$ cat src/rtl/pll_scan_loader_pkg.sv
// Shared constants for the PLL scan-chain loader.
// State encoding and default chain/ROM/timeout sizes.
package pll_scan_loader_pkg;

    localparam int DEF_SCAN_LEN     = 144;
    localparam int DEF_ROM_LATENCY  = 2;
    localparam int DEF_DONE_TIMEOUT = 1023;

    localparam logic [2:0] ST_IDLE        = 3'd0;
    localparam logic [2:0] ST_READ        = 3'd1;
    localparam logic [2:0] ST_DRAIN       = 3'd2;
    localparam logic [2:0] ST_SHIFT       = 3'd3;
    localparam logic [2:0] ST_WAIT_RECONF = 3'd4;
    localparam logic [2:0] ST_UPDATE      = 3'd5;
    localparam logic [2:0] ST_WAIT_DONE   = 3'd6;

endpackage

$ cat src/rtl/pll_scan_loader_scan_shifter.sv
// Shadow image capture and clock/2 serialiser for the PLL scan chain.
// Bit 0 goes out first; scandata only moves when scanclk falls.
module scan_shifter #(
    parameter int SCAN_LEN = 144
) (
    input  logic clock,
    input  logic reset,
    input  logic i_cap_en,
    input  logic i_cap_bit,
    input  logic i_start,
    output logic o_done,
    output logic o_scanclk,
    output logic o_scanclkena,
    output logic o_scandata
);

    logic [SCAN_LEN-1:0] r_shadow;
    logic [7:0]          r_wr_cnt;
    logic [7:0]          r_bit;
    logic                r_ena;
    logic                r_clk;
    logic                r_data;
    logic                w_last;

    assign w_last       = (r_bit == 8'(SCAN_LEN - 1));
    assign o_done       = r_ena & r_clk & w_last;
    assign o_scanclk    = r_clk;
    assign o_scanclkena = r_ena;
    assign o_scandata   = r_data;

    // Image contents need no reset; every load rewrites all bits.
    always_ff @(posedge clock) begin
        if (i_cap_en)
            r_shadow[r_wr_cnt] <= i_cap_bit;
    end

    always_ff @(posedge clock) begin
        if (reset) begin
            r_wr_cnt <= 8'd0;
            r_bit    <= 8'd0;
            r_ena    <= 1'b0;
            r_clk    <= 1'b0;
            r_data   <= 1'b0;
        end else begin
            r_wr_cnt <= i_cap_en ? r_wr_cnt + 8'd1 : 8'd0;
            if (i_start) begin
                r_ena  <= 1'b1;
                r_clk  <= 1'b0;
                r_bit  <= 8'd0;
                r_data <= r_shadow[0];
            end else if (r_ena) begin
                if (!r_clk) begin
                    r_clk <= 1'b1;
                end else if (w_last) begin
                    r_ena  <= 1'b0;
                    r_clk  <= 1'b0;
                    r_data <= 1'b0;
                end else begin
                    r_clk  <= 1'b0;
                    r_bit  <= r_bit + 8'd1;
                    r_data <= r_shadow[r_bit + 8'd1];
                end
            end
        end
    end

endmodule

$ cat src/rtl/pll_scan_loader.sv
// Reads the PLL image from the reconfig ROM, shifts it into the
// PLL scan chain and commits it with configupdate.
module pll_scan_loader
    import pll_scan_loader_pkg::*;
#(
    parameter int SCAN_LEN     = DEF_SCAN_LEN,
    parameter int ROM_LATENCY  = DEF_ROM_LATENCY,
    parameter int DONE_TIMEOUT = DEF_DONE_TIMEOUT
) (
    input  logic       clock,
    input  logic       reset,
    input  logic       trigger_read,
    input  logic       q,
    input  logic       reconfig,
    input  logic       scandone,
    output logic [7:0] address,
    output logic       read_ena,
    output logic       busy,
    output logic       scanclk,
    output logic       scanclkena,
    output logic       scandata,
    output logic       configupdate,
    output logic       error
);

    logic [2:0]             r_state;
    logic [7:0]             r_addr;
    logic                   r_rena;
    logic                   r_busy;
    logic                   r_cu;
    logic                   r_err;
    logic                   r_seen;
    logic [9:0]             r_cnt;
    logic [ROM_LATENCY-1:0] r_rv;
    logic                   w_start;
    logic                   w_shift_done;
    logic                   w_tmo;

    assign address      = r_addr;
    assign read_ena     = r_rena;
    assign busy         = r_busy;
    assign configupdate = r_cu;
    assign error        = r_err;

    assign w_start = (r_state == ST_DRAIN) &&
                     (r_cnt == 10'(ROM_LATENCY - 1));
    assign w_tmo   = (r_cnt == 10'(DONE_TIMEOUT - 1));

    // r_rv delays read_ena by the ROM latency to mark valid q bits.
    scan_shifter #(.SCAN_LEN(SCAN_LEN)) u_shift (
        .clock       (clock),
        .reset       (reset),
        .i_cap_en    (r_rv[ROM_LATENCY-1]),
        .i_cap_bit   (q),
        .i_start     (w_start),
        .o_done      (w_shift_done),
        .o_scanclk   (scanclk),
        .o_scanclkena(scanclkena),
        .o_scandata  (scandata)
    );

    always_ff @(posedge clock) begin
        if (reset) begin
            r_state <= ST_IDLE;
            r_addr  <= 8'd0;
            r_rena  <= 1'b0;
            r_busy  <= 1'b0;
            r_cu    <= 1'b0;
            r_err   <= 1'b0;
            r_seen  <= 1'b0;
            r_cnt   <= 10'd0;
            r_rv    <= '0;
        end else begin
            r_rv <= ROM_LATENCY'({r_rv, r_rena});
            r_cu <= 1'b0;
            if (reconfig && r_state != ST_IDLE)
                r_seen <= 1'b1;
            unique case (r_state)
                ST_IDLE: begin
                    r_seen <= 1'b0;
                    if (trigger_read) begin
                        r_state <= ST_READ;
                        r_busy  <= 1'b1;
                        r_err   <= 1'b0;
                        r_rena  <= 1'b1;
                        r_addr  <= 8'd0;
                    end
                end
                ST_READ: begin
                    if (r_addr == 8'(SCAN_LEN - 1)) begin
                        r_rena  <= 1'b0;
                        r_addr  <= 8'd0;
                        r_cnt   <= 10'd0;
                        r_state <= ST_DRAIN;
                    end else begin
                        r_addr <= r_addr + 8'd1;
                    end
                end
                ST_DRAIN: begin
                    if (w_start)
                        r_state <= ST_SHIFT;
                    else
                        r_cnt <= r_cnt + 10'd1;
                end
                ST_SHIFT: begin
                    if (w_shift_done) begin
                        r_cnt   <= 10'd0;
                        r_state <= ST_WAIT_RECONF;
                    end
                end
                ST_WAIT_RECONF: begin
                    if (r_seen) begin
                        r_cu    <= 1'b1;
                        r_state <= ST_UPDATE;
                    end else if (w_tmo) begin
                        r_err   <= 1'b1;
                        r_busy  <= 1'b0;
                        r_seen  <= 1'b0;
                        r_state <= ST_IDLE;
                    end else begin
                        r_cnt <= r_cnt + 10'd1;
                    end
                end
                ST_UPDATE: begin
                    r_cnt   <= 10'd0;
                    r_state <= ST_WAIT_DONE;
                end
                ST_WAIT_DONE: begin
                    if (scandone || w_tmo) begin
                        r_err   <= ~scandone;
                        r_busy  <= 1'b0;
                        r_seen  <= 1'b0;
                        r_state <= ST_IDLE;
                    end else begin
                        r_cnt <= r_cnt + 10'd1;
                    end
                end
                default: begin
                    r_busy  <= 1'b0;
                    r_state <= ST_IDLE;
                end
            endcase
        end
    end

endmodule

$ cat config.mk
export PLATFORM = sky130hd
export DESIGN_NAME = pll_scan_loader
export DESIGN_NICKNAME = d
export VERILOG_FILES = /design/src/rtl/pll_scan_loader_pkg.sv /design/src/rtl/pll_scan_loader_scan_shifter.sv /design/src/rtl/pll_scan_loader.sv
export SDC_FILE = /design/constraint.sdc
export NUM_CORES = 1
export LEC_CHECK = 0
export ABC_AREA = 1
export CAP_MARGIN = 20
export CORE_ASPECT_RATIO = 1.2
export CORE_MARGIN = 2
export CORE_UTILIZATION = 55
export DETAILED_ROUTE_END_ITERATION = 7
export HOLD_SLACK_MARGIN = 0.02
export PLACE_DENSITY_LB_ADDON = 0.3
export SYNTH_ARGS = -nofsm -noshare
export SYNTH_HDL_FRONTEND = slang
export SYNTH_HIERARCHICAL = 1
export SYNTH_SLANG_ARGS = --single-unit
export TNS_END_PERCENT = 20
$ cat constraint.sdc
create_clock -name clock -period 5.7 [get_ports clock]
set_input_delay 0.855 -clock clock [delete_from_list [all_inputs] [get_ports clock]]
set_output_delay 0.855 -clock clock [all_outputs]
set_load 0.02 [all_outputs]
==> impl_summary.log, run 1 <==
[metrics] maximum single-stage delay on the critical path: around 0.67 ns
[metrics] unrepaired setup endpoints after global routing: no
[metrics] hold_sp: r_rv[0]$_SDFF_PP0_
[metrics] most frequently used flop master after synthesis: sky130_fd_sc_hd__edfxtp_1
[metrics] Iter 0 DRT Violations: around 930
[metrics] Syn Nets: ~1.2k
[metrics] Reg2Reg Setup Slack: 2.61 ns
[metrics] slew of the pin with the lowest slew margin: just under 1 ns
[metrics] final core utilization: between 60% and 70%
[metrics] drc violations: 0
[metrics] Post-Syn Instances: roughly 1.1k
[metrics] remaining antenna violation count: 0
[metrics] share of the cycle needed by the critical path after routing: 54.3%
[metrics] Worst-Skew Late Latency: 0.43 ns
[metrics] share of synthesized flip-flops with an asynchronous set or reset: 0%
[metrics] Reg power frac: about 50%
[metrics] clock period minus final worst setup slack: a little over 3 ns
[metrics] HP Class: register to register
[metrics] power share of the combinational group: 15.3%
[metrics] launch point of the critical path: u_shift/r_bit[0]$_SDFFE_PP0P_
[metrics] Setup TNS: 0 ns
[metrics] Final #Nets: 1148
[metrics] First-pass DRT Iterations: 5
[metrics] number of buffers added to fix hold violations after cts: 0
[metrics] post-CTS sizing: 0
[metrics] floorplan die width: 124 um
[metrics] worst reg2reg path startpoint: u_shift/r_bit[0]$_SDFFE_PP0P_
[metrics] number of antenna violations at the first check in global routing: 0
[metrics] Critical Path RT: ~6.1 ns
[metrics] fraction of final layout cells with drive strength greater than 1: about 6.8%
[metrics] total internal power: ~2.4 mW
[metrics] row cnt: 52
[metrics] number of synthesized flops with an enable pin: between 100 and 150
[metrics] I/O pin cnt: 21
[metrics] post-synthesis cell type with the largest combined area: sky130_fd_sc_hd__edfxtp_1
[metrics] critical path's most frequent cell: sky130_fd_sc_hd__nand2_1
[metrics] clock share of power: 36.0%
[metrics] Routed wire per std cell: between 15 and 20 um
[metrics] area of the die: approximately 18000 sq um
[metrics] setup-violating endpoint count in the final report: 0
[metrics] Net Sw Frac: between 20% and 30%
[metrics] Synthesis Warnings: 6
[metrics] CP startpoint kind: register
[metrics] global route overflow: 0
[metrics] antenna fix cells: 0
[metrics] reported net switching power: approximately 0.9 mW
[metrics] area share of the largest cell type after synthesis: 45.3%
[metrics] maximum fanout along the worst path: 38
[metrics] Pleak: around 3.8 nW
[metrics] Distinct cells, synth: 44
[metrics] clock input transition at the sequential cells of the worst setup and hold paths: 0.07 ns
[metrics] capture point of the worst path: u_shift/o_scandata$_SDFFE_PP0P_
[metrics] number of synthesized register bits: between 150 and 200
[metrics] vias in the first global route: slightly above 7k
[metrics] y dimension of the die: 148 um
[metrics] crit path capture type: register
[metrics] Clk Tree Root Cell: sky130_fd_sc_hd__clkbuf_16
[metrics] half-perimeter wire length of the detailed placement result: ~14000 um
[metrics] number of pins with negative max-slew slack in the final report: 0
[metrics] global-route total usage across every layer: 25.2%
[metrics] core region area: between 15000 and 20000 sq um
[metrics] post-synthesis instance area: roughly 9500 sq um
[metrics] CTS tree: yes
[metrics] IO buf count: 20
[metrics] Max stage delay cell, worst path: sky130_fd_sc_hd__dfxtp_2
[metrics] setup skew after layout: ~0.0083 ns
[metrics] number of H-tree levels: 4
[metrics] status: completed
[metrics] portion of the post-synthesis area used by sequential elements: roughly 55%
[metrics] highest ir drop seen on vdd: 0.251 mV
[metrics] max frequency: between 300 and 400 MHz
[metrics] CTS sink cnt: 191
[metrics] synthesized area per cell: between 8 and 9 sq um
[metrics] max-capacitance violation count: 0
[metrics] number of cells on the worst reg-to-reg path: 13
[metrics] Final Wtd Congestion: 0.977
[metrics] maximum number of buffers from clock root to sink: 2
[metrics] TritonCTS buffer count: 17
[metrics] Slew Limit Headroom: roughly 34%
[metrics] maximum number of pins on one net before global-route repair: 133
[metrics] number of buffers added for setup after CTS: 0
[metrics] WP data arrival: 3.46 ns
[metrics] vias per cell: 5.59
[metrics] total power per unit cell area: approximately 320 nW/um^2
[metrics] reg2reg end: u_shift/o_scandata$_SDFFE_PP0P_
[metrics] synthesis-to-finish area growth: 8.71%
[metrics] Crit Path Class: register to register
[metrics] via count of the routed design: between 7k and 8k
[metrics] final hold violation count: 0
[metrics] effective utilization at floorplan: between 50% and 60%
[metrics] wire length of the first global-routing pass: between 30000 and 40000 um
[metrics] biggest area contributors in the synthesized netlist: sky130_fd_sc_hd__edfxtp_1 45%, sky130_fd_sc_hd__nor2_1 11%, sky130_fd_sc_hd__dfxtp_1 9.9%, sky130_fd_sc_hd__nand2_1 9.1%, sky130_fd_sc_hd__nand3_1 5.2%
[metrics] DRT Wirelength: about 23000 um
[metrics] cells along the critical path: ha_1 > buf_4 > inv_2 > o211ai_1 > nand3_1 > nand3_1 > a21oi_1 > nor2_1 > nand2_1 > nand2_1 > nand2_1 > nand2_1 > a21oi_2
## area by class of cell
type                       instances  area (sq um)
clock buffer                      20           437
timing repair buffer              26           255
sequential                       191          5270
fill                            1461          6550
multi-input combinational        785          3570
inverter                         112           425
clock inverter                    12           144
tap                              216           270
## routing by layer
metal	track usage (%)	up-vias	routed length, um
li1	-	3697	-
met3	4.57	72	1610
met4	12.5	0	958
met1	30.6	3541	8640
met2	43.4	304	11400
met5	0	-	0
## cell usage after synthesis (2+ instances only)
master / n
sky130_fd_sc_hd__nor2_2: 4
sky130_fd_sc_hd__nor2_1: 284
sky130_fd_sc_hd__buf_2: 17
sky130_fd_sc_hd__nand2_2: 10
sky130_fd_sc_hd__nand3_1: 100
sky130_fd_sc_hd__dfxtp_1: 47
sky130_fd_sc_hd__nor2_4: 3
sky130_fd_sc_hd__clkbuf_1: 18
sky130_fd_sc_hd__xor2_1: 6
sky130_fd_sc_hd__o21ai_0: 47
sky130_fd_sc_hd__o21ai_1: 5
sky130_fd_sc_hd__nor3_1: 10
sky130_fd_sc_hd__a31oi_1: 2
sky130_fd_sc_hd__or2_2: 3
sky130_fd_sc_hd__nand2_4: 2
sky130_fd_sc_hd__inv_2: 7
sky130_fd_sc_hd__a21oi_1: 24
sky130_fd_sc_hd__clkinv_1: 2
sky130_fd_sc_hd__buf_4: 4
sky130_fd_sc_hd__nand3b_1: 2
sky130_fd_sc_hd__inv_4: 2
sky130_fd_sc_hd__nand4_1: 16
sky130_fd_sc_hd__buf_6: 7
sky130_fd_sc_hd__edfxtp_1: 144
sky130_fd_sc_hd__nand3_2: 2
sky130_fd_sc_hd__a21oi_2: 6
sky130_fd_sc_hd__inv_1: 101
sky130_fd_sc_hd__nand2_1: 231
sky130_fd_sc_hd__o211ai_1: 6
sky130_fd_sc_hd__ha_1: 9
## state kept, by name, summed over array words and instances (netlist names)
name and count:
busy 1, u_shift/r_wr_cnt 8, r_seen 1, r_state 3
address 8, u_shift/r_bit 8, u_shift/o_scandata 1, read_ena 1
r_rv 2, r_cnt 10, u_shift/o_scanclkena 1, u_shift/o_scanclk 1
u_shift/r_shadow 144, configupdate 1, error 1
## how the worst min path moves through the flow
stage                                     to  slack, ns  depth (start not counted)
after floorplan           r_rv[1]$_SDFF_PP0_       0.39                          2
after global placement    r_rv[1]$_SDFF_PP0_       0.40                          2
after detailed placement  r_rv[1]$_SDFF_PP0_       0.41                          2
after CTS                 r_rv[1]$_SDFF_PP0_       0.42                          2
after global routing      r_rv[1]$_SDFF_PP0_       0.45                          2
final                     r_rv[1]$_SDFF_PP0_       0.42                          2
## power by group through the flow
stage | logic, mW | clock network [mW] | registers (mW)
final | 0.503 | 1.18 | 1.60
after global placement | 0.493 | 0 | 1.63
after global routing | 0.583 | 1.25 | 1.61
after CTS | 0.504 | 1.20 | 1.60
after detailed placement | 0.501 | 0 | 1.63
after floorplan | 0.394 | 0 | 1.62
## cell families (layout without fill, tap and decap cells)
family | count (synthesis) | count (layout) | synth area share, %
buffers and inverters | 159 | 170 | 7.36
xor gates and xnor gates | 7 | 7 | 0.721
and+or+nand+nor | 671 | 671 | 29.6
adders and majority gates | 9 | 9 | 1.18
AOI/OAI and AO/OA | 98 | 98 | 5.91
DFF | 191 | 191 | 55.2
## worst max-delay path: cells and delay by family (launching register included)
| family | cells | cell delay [ns] |
|---|---|---|
| adder cells (fa/ha/maj) | 1 | 0.32 |
| AO/OA/AOI/OAI | 3 | 0.62 |
| flip-flops | 1 | 0.67 |
| buffers and inverters | 2 | 0.86 |
| AND/OR/NAND/NOR | 7 | 0.53 |
## placed cells by master, fill, tap and decap left out, types with 4 or more instances in the layout
cell type | netlist | final
sky130_fd_sc_hd__o21ai_0 | 47 | 47
sky130_fd_sc_hd__nand3_1 | 100 | 100
sky130_fd_sc_hd__o21ai_1 | 5 | 5
sky130_fd_sc_hd__clkdlybuf4s50_1 | 0 | 19
sky130_fd_sc_hd__a21oi_1 | 24 | 24
sky130_fd_sc_hd__a21oi_2 | 6 | 6
sky130_fd_sc_hd__nand4_1 | 16 | 16
sky130_fd_sc_hd__inv_2 | 7 | 7
sky130_fd_sc_hd__inv_1 | 101 | 101
sky130_fd_sc_hd__ha_1 | 9 | 9
sky130_fd_sc_hd__o211ai_1 | 6 | 6
sky130_fd_sc_hd__dfxtp_1 | 47 | 46
sky130_fd_sc_hd__nor2_1 | 284 | 284
sky130_fd_sc_hd__buf_4 | 4 | 6
sky130_fd_sc_hd__clkinv_1 | 2 | 5
sky130_fd_sc_hd__xor2_1 | 6 | 6
sky130_fd_sc_hd__clkbuf_16 | 0 | 17
sky130_fd_sc_hd__edfxtp_1 | 144 | 144
sky130_fd_sc_hd__nand2_2 | 10 | 10
sky130_fd_sc_hd__nand2_1 | 231 | 231
sky130_fd_sc_hd__nor2_2 | 4 | 4
sky130_fd_sc_hd__nor3_1 | 10 | 10
## metrics by stage
stage	total power, mW	std cells	hold slack (ns)	area, sq um	setup WS, ns
finish	3.29	1362	0.416	10400	2.61
global route	3.45	1362	0.448	10400	2.40
CTS	3.30	1361	0.419	10400	2.63
detailed placement	2.13	1329	0.408	9770	2.67
global placement	2.12	1329	0.397	9770	2.70
floorplan	2.02	1135	0.388	9540	3.69
Note: power is estimated with default switching activity, not from simulation.
==> run 2: changes to the inputs <==
Clock period 5.7 ns to 2.9 ns, I/O delays scaled along.
==> impl_summary.log, run 2 (synthesized netlist as in run 1, its figures left out) <==
[metrics] post-CTS sizing: 0
[metrics] via count of the routed design: approximately 7.6k
[metrics] Final Wtd Congestion: 0.917
[metrics] DRT Wirelength: between 20000 and 25000 um
[metrics] HP Class: register to register
[metrics] max frequency: ~420 MHz
[metrics] CP startpoint kind: register
[metrics] crit path capture type: register
[metrics] vias per cell: about 5.6
[metrics] IO buf count: 20
[metrics] TritonCTS buffer count: 17
[metrics] max-capacitance violation count: 0
[metrics] status: completed
[metrics] highest ir drop seen on vdd: roughly 0.46 mV
[metrics] WP data arrival: between 2 and 3 ns
[metrics] unrepaired setup endpoints after global routing: no
[metrics] CTS sink cnt: approximately 190
[metrics] Iter 0 DRT Violations: a little over 900
[metrics] floorplan die width: 124 um
[metrics] top flop regs: u_shift/r_shadow (144), r_cnt (10)
[metrics] area of the die: 18400 sq um
[metrics] clock period minus final worst setup slack: around 2.4 ns
[metrics] y dimension of the die: roughly 150 um
[metrics] number of H-tree levels: 4
[metrics] maximum fanout along the worst path: 15
[metrics] CTS tree: yes
[metrics] cell depth of the worst min-delay path: 2
[metrics] number of antenna violations at the first check in global routing: 0
[metrics] Clk Tree Root Cell: sky130_fd_sc_hd__clkbuf_16
[metrics] most common library cell in the layout ignoring fill and taps: sky130_fd_sc_hd__nor2_1
[metrics] Final #Nets: 1154
[metrics] final core utilization: about three fifths
[metrics] global route overflow: 0
[metrics] fraction of final layout cells with drive strength greater than 1: 7.64%
[metrics] number of buffers added for setup after CTS: 0
[metrics] final hold violation count: 0
[metrics] share of the cycle needed by the critical path after routing: between 80% and 90%
[metrics] row cnt: 52
[metrics] wire length of the first global-routing pass: between 30000 and 40000 um
[metrics] Routed wire per std cell: around 17 um
[metrics] drc violations: 0
[metrics] Crit Path Class: register to register
[metrics] number of pins with negative max-slew slack in the final report: 0
[metrics] effective utilization at floorplan: 56.4%
[metrics] maximum number of pins on one net before global-route repair: 97
[metrics] clock input transition at the sequential cells of the worst setup and hold paths: ~0.070 ns
[metrics] fill cell count: 1464
[metrics] core region area: 16900 sq um
[metrics] slew of the pin with the lowest slew margin: 0.883 ns
[metrics] First-pass DRT Iterations: 5
[metrics] half-perimeter wire length of the detailed placement result: roughly 15000 um
[metrics] I/O pin cnt: 21
[metrics] Worst-Skew Late Latency: about 0.44 ns
[metrics] Pleak: 3.83 nW
[metrics] synthesis-to-finish area growth: 9.10%
[metrics] flip-flop count of the largest register after layout: approximately 140
[metrics] remaining antenna violation count: 0
[metrics] global-route total usage across every layer: between 20 and 30%
[metrics] setup skew after layout: ~0.012 ns
[metrics] total power per unit cell area: roughly 610 nW/um^2
[metrics] Slew Limit Headroom: approximately 40%
[metrics] maximum number of buffers from clock root to sink: 2
[metrics] Critical Path RT: 3.23 ns
[metrics] most frequent cells in the layout: 284 x sky130_fd_sc_hd__nor2_1, 231 x sky130_fd_sc_hd__nand2_1, 144 x sky130_fd_sc_hd__edfxtp_1
[metrics] Reg with most FFs: u_shift/r_shadow
[metrics] number of buffers added to fix hold violations after cts: 0
[metrics] Setup TNS: 0 ns
[metrics] number of cells on the worst reg-to-reg path: 16
[metrics] setup-violating endpoint count in the final report: 0
[metrics] vias in the first global route: ~7.3k
[metrics] antenna fix cells: 0
run 2: metal layers:
| metal | GRT usage (%) | up-vias | part of all wire [%] |
|---|---|---|---|
| met1 | 31.5 | 3610 | 40 |
| met5 | 0 | - | 0 |
| li1 | - | 3695 | - |
| met4 | 9.33 | 0 | 2.5 |
| met3 | 3.81 | 44 | 6.5 |
| met2 | 45.1 | 269 | 51 |
run 2: through the flow:
stage / area [sq um] / hold WS [ns] / power [mW] / setup WS, ns / std cells
finish: 10400 / 0.418 / 6.36 / 0.500 / 1368
global route: 10400 / 0.435 / 6.64 / 0.274 / 1368
CTS: 10400 / 0.427 / 6.37 / 0.495 / 1368
detailed placement: 9860 / 0.406 / 4.20 / 0.508 / 1336
global placement: 9860 / 0.400 / 4.18 / 0.547 / 1336
floorplan: 9540 / 0.388 / 3.97 / 0.885 / 1135
run 2: power by group:
part	internal, mW	leakage, nW	switching [mW]
Clock	1.18	0.256	1.04
Sequential	3.02	1.68	0.118
Combinational	0.340	1.90	0.662
Total	4.54	3.83	1.82
run 2: final cells by class:
type / count / area (sq um) / share of cell area, %
well taps: 216 / 270 / 2.60
repair buffers: 32 / 325 / 3.13
inverters: 112 / 425 / 4.09
clock buffers: 18 / 429 / 4.12
flip-flops and latches: 191 / 5270 / 50.6
multi-input cells: 785 / 3570 / 34.3
clock inverters: 14 / 119 / 1.14
run 2: path summary, 6_finish.rpt:
check,start,end,slack (ns)
setup / recovery,u_shift/r_bit[1]$_SDFFE_PP0P_,r_cnt[6]$_SDFFE_PP0P_,0.50
hold / removal,r_rv[0]$_SDFF_PP0_,r_rv[1]$_SDFF_PP0_,0.42
setup reg to reg,u_shift/r_bit[1]$_SDFFE_PP0P_,r_cnt[6]$_SDFFE_PP0P_,0.50
hold reg to reg,r_rv[0]$_SDFF_PP0_,r_rv[1]$_SDFF_PP0_,0.42
run 2: worst max-delay path: stages (launching register included):
cell	delay (ns)
sky130_fd_sc_hd__dfxtp_1	0.38
sky130_fd_sc_hd__ha_1	0.21
sky130_fd_sc_hd__nand2_2	0.08
sky130_fd_sc_hd__inv_4	0.10
sky130_fd_sc_hd__nand2_4	0.06
sky130_fd_sc_hd__nor4_2	0.22
sky130_fd_sc_hd__inv_1	0.07
sky130_fd_sc_hd__nor2_1	0.17
sky130_fd_sc_hd__inv_1	0.08
sky130_fd_sc_hd__o21ai_0	0.14
sky130_fd_sc_hd__nand2_1	0.09
sky130_fd_sc_hd__clkinv_1	0.06
sky130_fd_sc_hd__nand3_2	0.08
sky130_fd_sc_hd__nor2_4	0.33
sky130_fd_sc_hd__nand2_1	0.11
sky130_fd_sc_hd__nand2_1	0.07
sky130_fd_sc_hd__nor2_1	0.04
==> run 3: changes to the inputs <==
Clock period 2.9 ns to 2.5 ns, I/O delays scaled along.
==> impl_summary.log, run 3 (synthesized netlist as in run 1, its figures left out) <==
[metrics] status: completed
[metrics] flip-flop count of the largest register after layout: 144
[metrics] power share of the combinational group: 15.8%
[metrics] hold_sp: r_rv[0]$_SDFF_PP0_
[metrics] IO buf count: 20
[metrics] max-capacitance violation count: 0
[metrics] Pleak: approximately 3.9 nW
[metrics] fraction of final layout cells with drive strength greater than 1: 8.92%
[metrics] First-pass DRT Iterations: 6
[metrics] Final Wtd Congestion: between 0.8 and 0.9
[metrics] DRT Wirelength: between 20000 and 25000 um
[metrics] setup skew after layout: around 0.011 ns
[metrics] unrepaired setup endpoints after global routing: no
[metrics] y dimension of the die: between 100 and 150 um
[metrics] Slew Limit Headroom: between 50% and 60%
[metrics] Reg2Reg Setup Slack: 0.23 ns
[metrics] Net Sw Frac: between 20% and 30%
[metrics] Iter 0 DRT Violations: 901
[metrics] floorplan die width: ~120 um
[metrics] remaining antenna violation count: 0
[metrics] Clk Tree Root Cell: sky130_fd_sc_hd__clkbuf_16
[metrics] Overall Power: approximately 7.7 mW
[metrics] setup-violating endpoint count in the final report: 0
[metrics] via count of the routed design: approximately 7.7k
[metrics] antenna fix cells: 0
[metrics] highest ir drop seen on vdd: roughly 0.75 mV
[metrics] pre-CTS WS: roughly 0.075 ns
[metrics] total internal power: between 5 and 6 mW
[metrics] total power per unit cell area: 727 nW/um^2
[metrics] post-route non-filler standard cell count: 1382
[metrics] WP data arrival: 2.58 ns
[metrics] most common library cell in the layout ignoring fill and taps: sky130_fd_sc_hd__nor2_1
[metrics] maximum number of pins on one net before global-route repair: between 80 and 90
[metrics] drc violations: 0
[metrics] I/O pin cnt: 21
[metrics] clock input transition at the sequential cells of the worst setup and hold paths: around 0.07 ns
[metrics] number of antenna violations at the first check in global routing: 0
[metrics] # placed instances: approximately 1.3k
[metrics] HP Class: register to register
[metrics] maximum number of buffers from clock root to sink: 2
[metrics] global route overflow: 0
[metrics] synthesis-to-finish area growth: 11.3%
[metrics] crit path capture type: register
[metrics] half-perimeter wire length of the detailed placement result: 14600 um
[metrics] most frequent cells in the layout: 284 x sky130_fd_sc_hd__nor2_1, 231 x sky130_fd_sc_hd__nand2_1, 144 x sky130_fd_sc_hd__edfxtp_1
[metrics] clock share of power: 37.0%
[metrics] row cnt: between 50 and 60
[metrics] wire length of the first global-routing pass: between 30000 and 40000 um
[metrics] core region area: 16900 sq um
[metrics] Routed wire per std cell: roughly 16 um
[metrics] Worst-Skew Late Latency: around 0.44 ns
[metrics] effective utilization at floorplan: a little under three fifths
[metrics] CTS tree: yes
[metrics] TritonCTS buffer count: 17
[metrics] share of the cycle needed by the critical path after routing: 90.6%
[metrics] Final #Nets: ~1.2k
[metrics] reported net switching power: 2.09 mW
[metrics] number of H-tree levels: 4
[metrics] reg2reg end: u_shift/o_scandata$_SDFFE_PP0P_
[metrics] vias per cell: 5.59
[metrics] Reg power frac: 47.2%
[metrics] CP startpoint kind: register
[metrics] slew of the pin with the lowest slew margin: 0.692 ns
[metrics] max frequency: 441 MHz
[metrics] number of pins with negative max-slew slack in the final report: 0
[metrics] CTS sink cnt: around 190
[metrics] Reg with most FFs: u_shift/r_shadow
[metrics] number of cells on the worst reg-to-reg path: 17
[metrics] Setup TNS: 0 ns
[metrics] capture point of the worst path: u_shift/o_scandata$_SDFFE_PP0P_
[metrics] worst reg2reg path startpoint: u_shift/r_bit[0]$_SDFFE_PP0P_
[metrics] area of the die: between 15000 and 20000 sq um
[metrics] minimum setup slack in the final design: roughly 0.23 ns
[metrics] maximum fanout along the worst path: roughly 80
[metrics] Crit Path Class: register to register
[metrics] Critical Path RT: about 2.8 ns
[metrics] top flop regs: u_shift/r_shadow (144), r_cnt (10)
[metrics] clock period minus final worst setup slack: 2.27 ns
[metrics] final hold violation count: 0
[metrics] launch point of the critical path: u_shift/r_bit[0]$_SDFFE_PP0P_
[metrics] vias in the first global route: approximately 7.3k
[metrics] global-route total usage across every layer: roughly a quarter
-- run 3: cell count changes in the layout (fill, tap and decap cells not counted), moves of 2 or more --
cell                         delta
sky130_fd_sc_hd__buf_4         +12
sky130_fd_sc_hd__bufinv_16      +3
sky130_fd_sc_hd__clkinvlp_4     -3
sky130_fd_sc_hd__buf_12         +2
sky130_fd_sc_hd__clkinv_4       +2
-- run 3: how the worst min path moves through the flow --
stage,cells after the start,end,slack (ns)
after floorplan,2,r_rv[1]$_SDFF_PP0_,0.39
after detailed placement,2,r_rv[1]$_SDFF_PP0_,0.40
after CTS,2,r_rv[1]$_SDFF_PP0_,0.43
final,2,r_rv[1]$_SDFF_PP0_,0.42
after global routing,2,r_rv[1]$_SDFF_PP0_,0.45
after global placement,2,r_rv[1]$_SDFF_PP0_,0.41
-- run 3: layout make-up --
cell class              instances  area, sq um
clock buffers                  18          429
clock inverters                14          190
fillers                      1463         6290
inverters                     112          425
multi-input cells             785         3580
flip-flops and latches        191         5270
well taps                     216          270
repair buffers                 46          455
-- run 3: stage by stage --
stage               util, %  hold slack [ns]  area, sq um
CTS                    62.6            0.431        10600
finish                 62.8            0.423        10600
detailed placement     58.9            0.404         9970
floorplan                 -            0.388         9540
global placement       58.9            0.407         9970
global route           62.8            0.446        10600
-- run 3: routing by layer --
layer  up-vias  track usage [%]  share of wire, %
met4         0             8.15               2.2
met3        42             3.99               7.6
met1      3633             31.2                39
li1       3734                -                 -
met5         -                0                 0
met2       318             45.1                52
-- run 3: power groups by stage --
| stage | Sequential [mW] | Clock, mW | Combinational, mW |
|---|---|---|---|
| 2_1_floorplan | 3.70 | 0 | 0.899 |
| 3_5_place_dp | 3.72 | 0 | 1.16 |
| 6_report | 3.65 | 2.86 | 1.22 |
| 5_1_grt | 3.67 | 3.00 | 1.41 |
| 4_1_cts | 3.65 | 2.89 | 1.16 |
| 3_3_place_gp | 3.71 | 0 | 1.13 |
-- run 3: critical path: stages (launching register included) --
cell and delay (ns):
sky130_fd_sc_hd__dfxtp_2 0.35, sky130_fd_sc_hd__buf_12 0.31, sky130_fd_sc_hd__inv_2 0.08, sky130_fd_sc_hd__buf_4 0.25, sky130_fd_sc_hd__nand2_1 0.09, sky130_fd_sc_hd__nand2_1 0.05
sky130_fd_sc_hd__nand2_1 0.05, sky130_fd_sc_hd__nand3_1 0.09, sky130_fd_sc_hd__nand3_1 0.15, sky130_fd_sc_hd__nand2_1 0.11, sky130_fd_sc_hd__nand2_1 0.08, sky130_fd_sc_hd__nand2_1 0.04
sky130_fd_sc_hd__nor2_1 0.08, sky130_fd_sc_hd__nand2_1 0.05, sky130_fd_sc_hd__nand2_1 0.09, sky130_fd_sc_hd__nand2_1 0.07, sky130_fd_sc_hd__nand2_1 0.08, sky130_fd_sc_hd__a21oi_2 0.05
-- run 3: timing repair --
item                                    CTS  global route
gates resized for setup                   0             3
hold buffers                              0             0
endpoints found under the setup margin    0            10
setup buffers                             0             1
